$ cat src/rtl/seven_segment_scanner.sv
// Time-multiplexed seven-segment scanner with blanking between digits and
// frame-aligned double-buffered digit data; all outputs registered (1 cycle).
module seven_segment_scanner #(
  parameter int DIGIT_COUNT = 4,
  parameter int INDEX_WIDTH = 2,
  parameter int BLANK_TICKS = 1,
  parameter int BLANK_WIDTH = 2
) (
  input  logic                     clock,
  input  logic                     reset,
  input  logic                     enable,
  input  logic                     scanClock,
  input  logic                     pwm,
  input  logic [4*DIGIT_COUNT-1:0] values,
  input  logic [DIGIT_COUNT-1:0]   decimalPoints,
  input  logic [DIGIT_COUNT-1:0]   digitEnables,
  input  logic                     load,
  output logic                     loadAccepted,
  output logic                     frameStart,
  output logic [DIGIT_COUNT-1:0]   anodes,
  output logic [6:0]               segments,
  output logic                     decimalPoint
);

  typedef enum logic {
    ST_BLANK = 1'b0,
    ST_SHOW  = 1'b1
  } state_t;

  state_t                   state_q, state_d;
  logic [INDEX_WIDTH-1:0]   digit_idx_q, digit_idx_d;
  logic [BLANK_WIDTH-1:0]   blank_cnt_q, blank_cnt_d;
  logic                     scan_prev_q, scan_prev_d;

  logic [4*DIGIT_COUNT-1:0] stage_val_q, stage_val_d;
  logic [DIGIT_COUNT-1:0]   stage_dp_q, stage_dp_d;
  logic [DIGIT_COUNT-1:0]   stage_en_q, stage_en_d;
  logic [4*DIGIT_COUNT-1:0] act_val_q, act_val_d;
  logic [DIGIT_COUNT-1:0]   act_dp_q, act_dp_d;
  logic [DIGIT_COUNT-1:0]   act_en_q, act_en_d;
  logic                     pending_q, pending_d;

  logic [DIGIT_COUNT-1:0]   anodes_q, anodes_d;
  logic [6:0]               segments_q, segments_d;
  logic                     dp_q, dp_d;
  logic                     load_acc_q, load_acc_d;
  logic                     frame_start_q, frame_start_d;

  logic                     tick;
  logic                     last_digit;
  logic                     boundary;
  logic                     commit_window;
  logic                     lit;
  logic [3:0]               cur_nibble;
  logic                     cur_dp;

  function automatic logic [6:0] decode(input logic [3:0] nibble);
    logic [6:0] seg;
    case (nibble)
      4'h0: seg = 7'h40;
      4'h1: seg = 7'h79;
      4'h2: seg = 7'h24;
      4'h3: seg = 7'h30;
      4'h4: seg = 7'h19;
      4'h5: seg = 7'h12;
      4'h6: seg = 7'h02;
      4'h7: seg = 7'h78;
      4'h8: seg = 7'h00;
      4'h9: seg = 7'h10;
      4'hA: seg = 7'h08;
      4'hB: seg = 7'h03;
      4'hC: seg = 7'h46;
      4'hD: seg = 7'h21;
      4'hE: seg = 7'h06;
      default: seg = 7'h0E;
    endcase
    return seg;
  endfunction

  always_comb begin
    tick          = scanClock & ~scan_prev_q;
    last_digit    = (digit_idx_q == INDEX_WIDTH'(DIGIT_COUNT - 1));
    boundary      = enable & tick & (state_q == ST_SHOW) & last_digit;
    // While disabled nothing is on screen, so every cycle is a safe commit point.
    commit_window = boundary | ~enable;

    state_d       = state_q;
    digit_idx_d   = digit_idx_q;
    blank_cnt_d   = blank_cnt_q;
    scan_prev_d   = scanClock;

    if (!enable) begin
      state_d     = ST_BLANK;
      digit_idx_d = '0;
      blank_cnt_d = '0;
    end else if (tick) begin
      case (state_q)
        ST_BLANK: begin
          if (blank_cnt_q == BLANK_WIDTH'(BLANK_TICKS - 1)) begin
            state_d     = ST_SHOW;
            blank_cnt_d = '0;
          end else begin
            blank_cnt_d = blank_cnt_q + BLANK_WIDTH'(1);
          end
        end
        default: begin
          state_d     = ST_BLANK;
          digit_idx_d = last_digit ? '0 : digit_idx_q + INDEX_WIDTH'(1);
        end
      endcase
    end

    stage_val_d = stage_val_q;
    stage_dp_d  = stage_dp_q;
    stage_en_d  = stage_en_q;
    act_val_d   = act_val_q;
    act_dp_d    = act_dp_q;
    act_en_d    = act_en_q;
    pending_d   = pending_q;
    load_acc_d  = 1'b0;

    if (load) begin
      stage_val_d = values;
      stage_dp_d  = decimalPoints;
      stage_en_d  = digitEnables;
    end

    if (commit_window && load) begin
      act_val_d  = values;
      act_dp_d   = decimalPoints;
      act_en_d   = digitEnables;
      pending_d  = 1'b0;
      load_acc_d = 1'b1;
    end else if (commit_window && pending_q) begin
      act_val_d  = stage_val_q;
      act_dp_d   = stage_dp_q;
      act_en_d   = stage_en_q;
      pending_d  = 1'b0;
      load_acc_d = 1'b1;
    end else if (load) begin
      pending_d  = 1'b1;
    end

    frame_start_d = boundary;

    cur_nibble = 4'h0;
    cur_dp     = 1'b0;
    for (int i = 0; i < DIGIT_COUNT; i++) begin
      if (digit_idx_q == INDEX_WIDTH'(i)) begin
        cur_nibble = act_val_q[4*i +: 4];
        cur_dp     = act_dp_q[i];
      end
    end

    lit = (state_q == ST_SHOW) & enable & pwm & act_en_q[digit_idx_q];

    if (lit) begin
      anodes_d   = ~(DIGIT_COUNT'(1) << digit_idx_q);
      segments_d = decode(cur_nibble);
      dp_d       = ~cur_dp;
    end else begin
      anodes_d   = '1;
      segments_d = 7'h7F;
      dp_d       = 1'b1;
    end
  end

  always_ff @(posedge clock) begin
    if (reset) begin
      state_q       <= ST_BLANK;
      digit_idx_q   <= '0;
      blank_cnt_q   <= '0;
      scan_prev_q   <= 1'b0;
      stage_val_q   <= '0;
      stage_dp_q    <= '0;
      stage_en_q    <= '0;
      act_val_q     <= '0;
      act_dp_q      <= '0;
      act_en_q      <= '0;
      pending_q     <= 1'b0;
      anodes_q      <= '1;
      segments_q    <= 7'h7F;
      dp_q          <= 1'b1;
      load_acc_q    <= 1'b0;
      frame_start_q <= 1'b0;
    end else begin
      state_q       <= state_d;
      digit_idx_q   <= digit_idx_d;
      blank_cnt_q   <= blank_cnt_d;
      scan_prev_q   <= scan_prev_d;
      stage_val_q   <= stage_val_d;
      stage_dp_q    <= stage_dp_d;
      stage_en_q    <= stage_en_d;
      act_val_q     <= act_val_d;
      act_dp_q      <= act_dp_d;
      act_en_q      <= act_en_d;
      pending_q     <= pending_d;
      anodes_q      <= anodes_d;
      segments_q    <= segments_d;
      dp_q          <= dp_d;
      load_acc_q    <= load_acc_d;
      frame_start_q <= frame_start_d;
    end
  end

  assign anodes       = anodes_q;
  assign segments     = segments_q;
  assign decimalPoint = dp_q;
  assign loadAccepted = load_acc_q;
  assign frameStart   = frame_start_q;

endmodule
$ cat config.mk
export PLATFORM = sky130hd
export DESIGN_NAME = seven_segment_scanner
export DESIGN_NICKNAME = d
export VERILOG_FILES = /design/src/rtl/seven_segment_scanner.sv
export SDC_FILE = /design/constraint.sdc
export NUM_CORES = 1
export LEC_CHECK = 0
export CAP_MARGIN = 20
export CORE_MARGIN = 2
export CORE_UTILIZATION = 35
export CTS_BUF_LIST = sky130_fd_sc_hd__clkbuf_16
export DETAILED_ROUTE_END_ITERATION = 16
export GPL_ROUTABILITY_DRIVEN = 0
export PLACE_DENSITY = 0.57
export SYNTH_ARGS = -nofsm -noshare
export SYNTH_HDL_FRONTEND = slang
export SYNTH_SLANG_ARGS = --single-unit
$ cat constraint.sdc
create_clock -name clock -period 2.97 [get_ports clock]
set_clock_uncertainty 0.1 [all_clocks]
set_input_delay 0.4455 -clock clock [delete_from_list [all_inputs] [get_ports clock]]
set_output_delay 0.4455 -clock clock [all_outputs]
set_load 0.05 [all_outputs]
==> results of run 1 <==
[cell families after synthesis]
logic type / after synthesis / synth area share
mux: 28 / 0.0961
compound gates: 60 / 0.184
buf+inv: 27 / 0.0526
flops: 69 / 0.454
simple gates: 102 / 0.161
fa+ha+maj: 12 / 0.0493
xor+xnor: 1 / 0.00288
[worst max-delay path by stage]
stage | from | to | slack (ns) | depth (start not counted)
detailed placement | digit_idx_q[0] | segments[6] | 0.32 | 10
global placement | digit_idx_q[0] | segments[5] | 0.48 | 10
CTS | digit_idx_q[0] | segments[6] | 0.31 | 10
global route | digit_idx_q[0] | segments[5] | 0.0008 | 10
finish | digit_idx_q[0] | segments[6] | 0.37 | 10
floorplan | digit_idx_q[0] | segments[5] | 0.67 | 10
[critical path, cell delays in order (launching register included)]
cell and delay, ns:
dfxtp_1 0.44, inv_1 0.10, ha_1 0.31, nor2_2 0.30, o211ai_1 0.13, o21ai_1 0.23
inv_1 0.16, ha_1 0.25, nor2b_1 0.14, a21oi_1 0.16, o221ai_1 0.13
[layout make-up]
cell class,instances,area (µm²),area share
inverter,8,30.0,0.00774
tap,108,135,0.0348
timing repair buffer,47,468,0.121
sequential,69,1380,0.356
clock inverter,7,138,0.0355
multi-input combinational,203,1500,0.387
clock buffer,9,225,0.0580
[registers in the layout, indices dropped and copies added (netlist names), 2 cells and up]
name and count:
act_dp_q 4, act_en_q 4, act_val_q 16, anodes 4, blank_cnt_q 2, digit_idx_q 2, segments 7, stage_dp_q 4
stage_en_q 4, stage_val_q 16
[repair_timing]
item,in CTS,in global routing
hold endpoints to repair,0,0
setup endpoints to repair,0,2
gates resized for setup,0,1
[layer usage]
layer  GRT usage  vias up  wire length (µm)
li1            -     1130                 -
met1       0.166     1037              2900
met2       0.211       42              2610
met3      0.0417       14               226
met4      0.0759        0               154
met5           0        -                 0
[cells in the final DEF, fill, tap and decap left out, drive strengths merged, types with 4 or more instances in the layout]
master,netlist,final
nor2,56,56
a211oi,25,25
ha,12,12
o221ai,5,5
nand3b,6,6
a21oi,9,9
mux2i,27,27
nand2b,4,4
o21ai,5,5
bufinv,0,4
dfxtp,69,69
buf,13,5
clkbuf,6,9
nor2b,6,6
nand2,21,21
inv,8,8
o22ai,7,7
clkdlybuf4s50,0,42
[per-stage QoR]
stage          cell area [µm²]   util  hold WS [ns]
2_1_floorplan             3050      -         0.354
3_3_place_gp              3520  0.409         0.364
3_5_place_dp              3520  0.409         0.376
4_1_cts                   3880  0.452         0.326
5_1_grt                   3880  0.452         0.342
6_report                  3880  0.452         0.330
[power by group through the flow]
stage | clock network, mW | registers, mW | logic, mW
floorplan | 0 | 1.01 | 0.176
global placement | 0 | 1.02 | 0.242
detailed placement | 0 | 1.02 | 0.244
CTS | 1.31 | 0.996 | 0.246
global route | 1.35 | 1.00 | 0.269
finish | 1.28 | 0.996 | 0.243
==> results.cfg, run 1 <==
[power]
switchingPower_uw = 532
p_total_mw = 2.52
p_int_mw = 1.99
p_sw_frac = 0.211
irDropWorstVdd_v = 0.000262
p_seq_frac = 0.395
p_leak_nw = 1.53
clockPowerShare = 0.508
p_per_area_nw_per_um2 = 650
pwr-share-comb = 0.097

[critical_path]
arrival_ns = 2.68
ff2ff_path_depth = 10
startpoint_type = flop
worstSetupEndpointType = flop
required_ns = 3.05
rrSetupSlack_ns = 0.37
reg2reg_from = digit_idx_q[0]
r2r-end = segments[6]
critPathMaxFanout = 8
critPathKind = reg2reg

[finish]
area_delta_synth_final_pct = 27.4
fin_nets = 380
drive_gt1_frac = 0.146
stdcell_count = 451
fillCellCount = 832
insertedDiodeCount = 0

[drt]
drt_iter0_markers = 78
ant_nets = 0
dr.pass1.iters = 4
drc = 0
wirelength_mm = 5.88
vias = 2223
wire_per_inst_um = 13.0
vias_per_cell = 4.93

[die]
die_area_um2 = 9460
rows = 34
core-area_um2 = 8590
initial_core_util = 0.354
die_h_um = 97.3
io_pins = 44
fp.dieW_um = 97.3

[global_route]
grt_pass1_wl_mm = 10.2
antenna_found_initial = 0
grt_pass1_vias = 2202
overflow = 0
grt_max_degree = 52
track_usage = 0.135

[timing]
min_period_ns = 2.60
fmax_ghz = 0.384
rsz0062_at_grt = no
layout_setup_ws_ns = 0.369
maxSlewHeadroom = 0.565
drv_slew = 0
setup-tns-final_ns = 0
fin_crit_sh = 0.876
setup_viol = 0
hold_viol_final = 0
worst_pin_slew_ns = 0.652

[yosys]
yosysUniqueCellTypes = 40
ys_top_cells_by_count = dfxtp_1, nor2_1, mux2i_1
yosysSeqAreaShare = 0.454
ys.flop_type = dfxtp_1
synth_edf_count = 0
postSynthCellCount = 299
synth_top_area_frac = 0.454
ys_ff_latch = 69
yosys-top-cells-area = dfxtp_1, a211oi_2, mux2i_1
netlist_area_um2 = 3050
synthArstFlopShare = 0
syn_avg_cell_area_um2 = 10.2
ys_warn_count = 0
synth_top_cell_by_area = dfxtp_1
yosysMostFrequentCell = dfxtp_1
synthesis.nets = 341

[place]
place_inst = 435
io_buffers = 43
post-place-ws_ns = 0.324
place_hpwl_mm = 4.11

[cts]
clock_latency_ns = 0.33
cts_hold_buf = 0
cts_tree = done
clkSlewWorstSetupHoldPaths_ns = 0.06
htreeDepth = 3
root_buffer = clkbuf_16
clockBufferDepth = 2
post_cts_buffers = 0
cts.sinks = 69
numCtsBuffers = 9

[flow_run]
maxCapViolCount = 0

[worst_hold_path]
min_to = pending_q
whs_path_depth = 3
hp-start = reset
worst_hold_path_type = in2reg

[outcome]
status = finished clean
No activity file was read; power rests on OpenSTA's default activity.
==> run 2: changes to the inputs <==
--- a/config.mk
+++ b/config.mk
@@ -6,7 +6,6 @@
 export NUM_CORES = 1
 export LEC_CHECK = 0
 export CAP_MARGIN = 20
-export CORE_MARGIN = 2
 export CORE_UTILIZATION = 35
 export CTS_BUF_LIST = sky130_fd_sc_hd__clkbuf_16
 export DETAILED_ROUTE_END_ITERATION = 16
==> run 2 against run 1 <==
Compared with the run above: final cell count fell by 0.67%; global-route usage rose by 1.3 points; via count fell by 3.2%; highest routed layer unchanged; critical path depth did not move; setup slack got worse by 0.040 ns; count of clock-buffer cells in the layout did not move; flip-flop and latch count did not move; sequential power barely moved; register-to-register slack got worse by 0.04 ns; design area rose by 0.32%; die area fell by 4.1%.
==> results.cfg, run 2 (synthesis gave the netlist of run 1 again) <==
[critical_path]
rrSetupSlack_ns = 0.33
arrival_ns = 2.73
r2r-end = segments[5]
worstSetupEndpointType = flop
cp-startpoint = digit_idx_q[0]
critPathKind = reg2reg
startpoint_type = flop
ff2ff_path_depth = 10
reg2reg_from = digit_idx_q[0]
required_ns = 3.05
critPathMaxFanout = 8

[die]
rows = 33
fp.dieW_um = 95.3
die_h_um = 95.3
initial_core_util = 0.367
io_pins = 44
core-area_um2 = 8300
die_area_um2 = 9080

[drt]
wire_per_inst_um = 13.5
ant_nets = 0
wirelength_mm = 6.03
vias_per_cell = 4.80
drt_iter0_markers = 70
dr.pass1.iters = 4
drc = 0
vias = 2151

[worst_hold_path]
worst_hold_path_type = in2reg
whs_path_depth = 3
min_to = pending_q
hp-start = reset

[finish]
final_cell_mix = dfxtp_1, nor2_1, clkdlybuf4s50_1
fin_nets = 380
area_delta_synth_final_pct = 27.9
fillCellCount = 789
drive_gt1_frac = 0.146
final_common_cell = dfxtp_1
insertedDiodeCount = 0
multiInputGateArea_um2 = 1510
ff_latch_area_um2 = 1380
final_area_um2 = 3890

[cts]
htreeDepth = 3
cts_hold_buf = 0
root_buffer = clkbuf_16
cts_tree = done
clockBufferDepth = 2
post_cts_buffers = 0
clkSlewWorstSetupHoldPaths_ns = 0.06
numCtsBuffers = 9
clock_latency_ns = 0.33
cts.sinks = 69

[timing]
hold_viol_final = 0
drv_slew = 0
fmax_ghz = 0.379
rsz0062_at_grt = no
worst_pin_slew_ns = 0.664
maxSlewHeadroom = 0.557
setup_viol = 0
fin_crit_sh = 0.889
min_period_ns = 2.64
setup-tns-final_ns = 0

[global_route]
antenna_found_initial = 0
track_usage = 0.148
grt_pass1_vias = 2054
overflow = 0
grt_use_met1 = 0.186
grt_pass1_wl_mm = 10.1
grt_util_met3 = 0.0407
busiest_layer = met2
grt_max_degree = 52
use_met2 = 0.235

[power]
irDropWorstVdd_v = 0.000308
p_leak_nw = 1.53
p_sw_frac = 0.206
p_per_area_nw_per_um2 = 670
pwr-share-comb = 0.093
switchingPower_uw = 538
p_int_mw = 2.07
clockPowerShare = 0.526
p_seq_frac = 0.382
p_total_mw = 2.61

[flow_run]
maxCapViolCount = 0

[place]
place_hpwl_mm = 4.14
dpl_cell_area_um2 = 3500
io_buffers = 43

[outcome]
status = finished clean
==> run 2: cell count changes in the layout (fill, tap and decap cells not counted), sizes merged <==
cell,delta
bufinv,+1
clkinv,-2
clkinvlp,+1
==> run 2: repair_timing <==
action                                  CTS  global route
hold endpoints to repair                  0             0
endpoints found under the setup margin    0             2
gates resized for setup                   0             1
==> run 2: worst max-delay path: stages, from the launching register on <==
cell and delay, ns:
dfxtp_1 0.44, inv_1 0.09, ha_1 0.32, nor2_4 0.23
o211ai_1 0.12, o21ai_0 0.23, inv_1 0.21, ha_1 0.28
nor2b_1 0.15, a21oi_1 0.19, o221ai_1 0.14
==> run 2: stage by stage <==
stage	setup WS (ns)	util	hold WS, ns	std cells
2_1_floorplan	0.674	-	0.354	299
3_3_place_gp	0.479	0.422	0.371	432
3_5_place_dp	0.299	0.422	0.369	432
4_1_cts	0.223	0.469	0.330	448
5_1_grt	0.0691	0.469	0.352	448
6_report	0.329	0.469	0.330	448
==> run 2: worst max path at each step <==
stage                  end  cells after the start
2_1_floorplan  segments[5]                     10
3_3_place_gp   segments[5]                     10
3_5_place_dp   segments[5]                     10
4_1_cts        segments[5]                     10
5_1_grt        segments[5]                     10
6_report       segments[5]                     10
==> run 2: layout make-up <==
| type | instances | share of cell area |
|---|---|---|
| clock buffer | 9 | 0.0578 |
| clock inverter | 7 | 0.0415 |
| inverter | 8 | 0.00771 |
| multi-input combinational | 203 | 0.388 |
| sequential | 69 | 0.355 |
| tap | 105 | 0.0337 |
| timing repair buffer | 47 | 0.117 |
==> run 2: routing by layer <==
metal  up-vias  part of all wire
li1       1125                 -
met1       982              0.48
met2        36              0.46
met3         8             0.036
met4         0             0.018
met5         -                 0
==> run 2: power by group through the flow <==
stage	Sequential (mW)	Combinational (mW)	Clock (mW)
final	0.996	0.242	1.37
after global routing	1.00	0.268	1.45
after CTS	0.996	0.245	1.40
after detailed placement	1.02	0.242	0
after global placement	1.01	0.240	0
after floorplan	1.01	0.176	0
==> run 3: changes to the inputs <==
--- a/config.mk
+++ b/config.mk
@@ -11,6 +11,7 @@
 export DETAILED_ROUTE_END_ITERATION = 16
 export GPL_ROUTABILITY_DRIVEN = 0
 export PLACE_DENSITY = 0.57
+export SLEW_MARGIN = 20
 export SYNTH_ARGS = -nofsm -noshare
 export SYNTH_HDL_FRONTEND = slang
 export SYNTH_SLANG_ARGS = --single-unit
==> results of run 3 <==
Same layout as run 2: the final DEF is identical, and so are final timing and power.
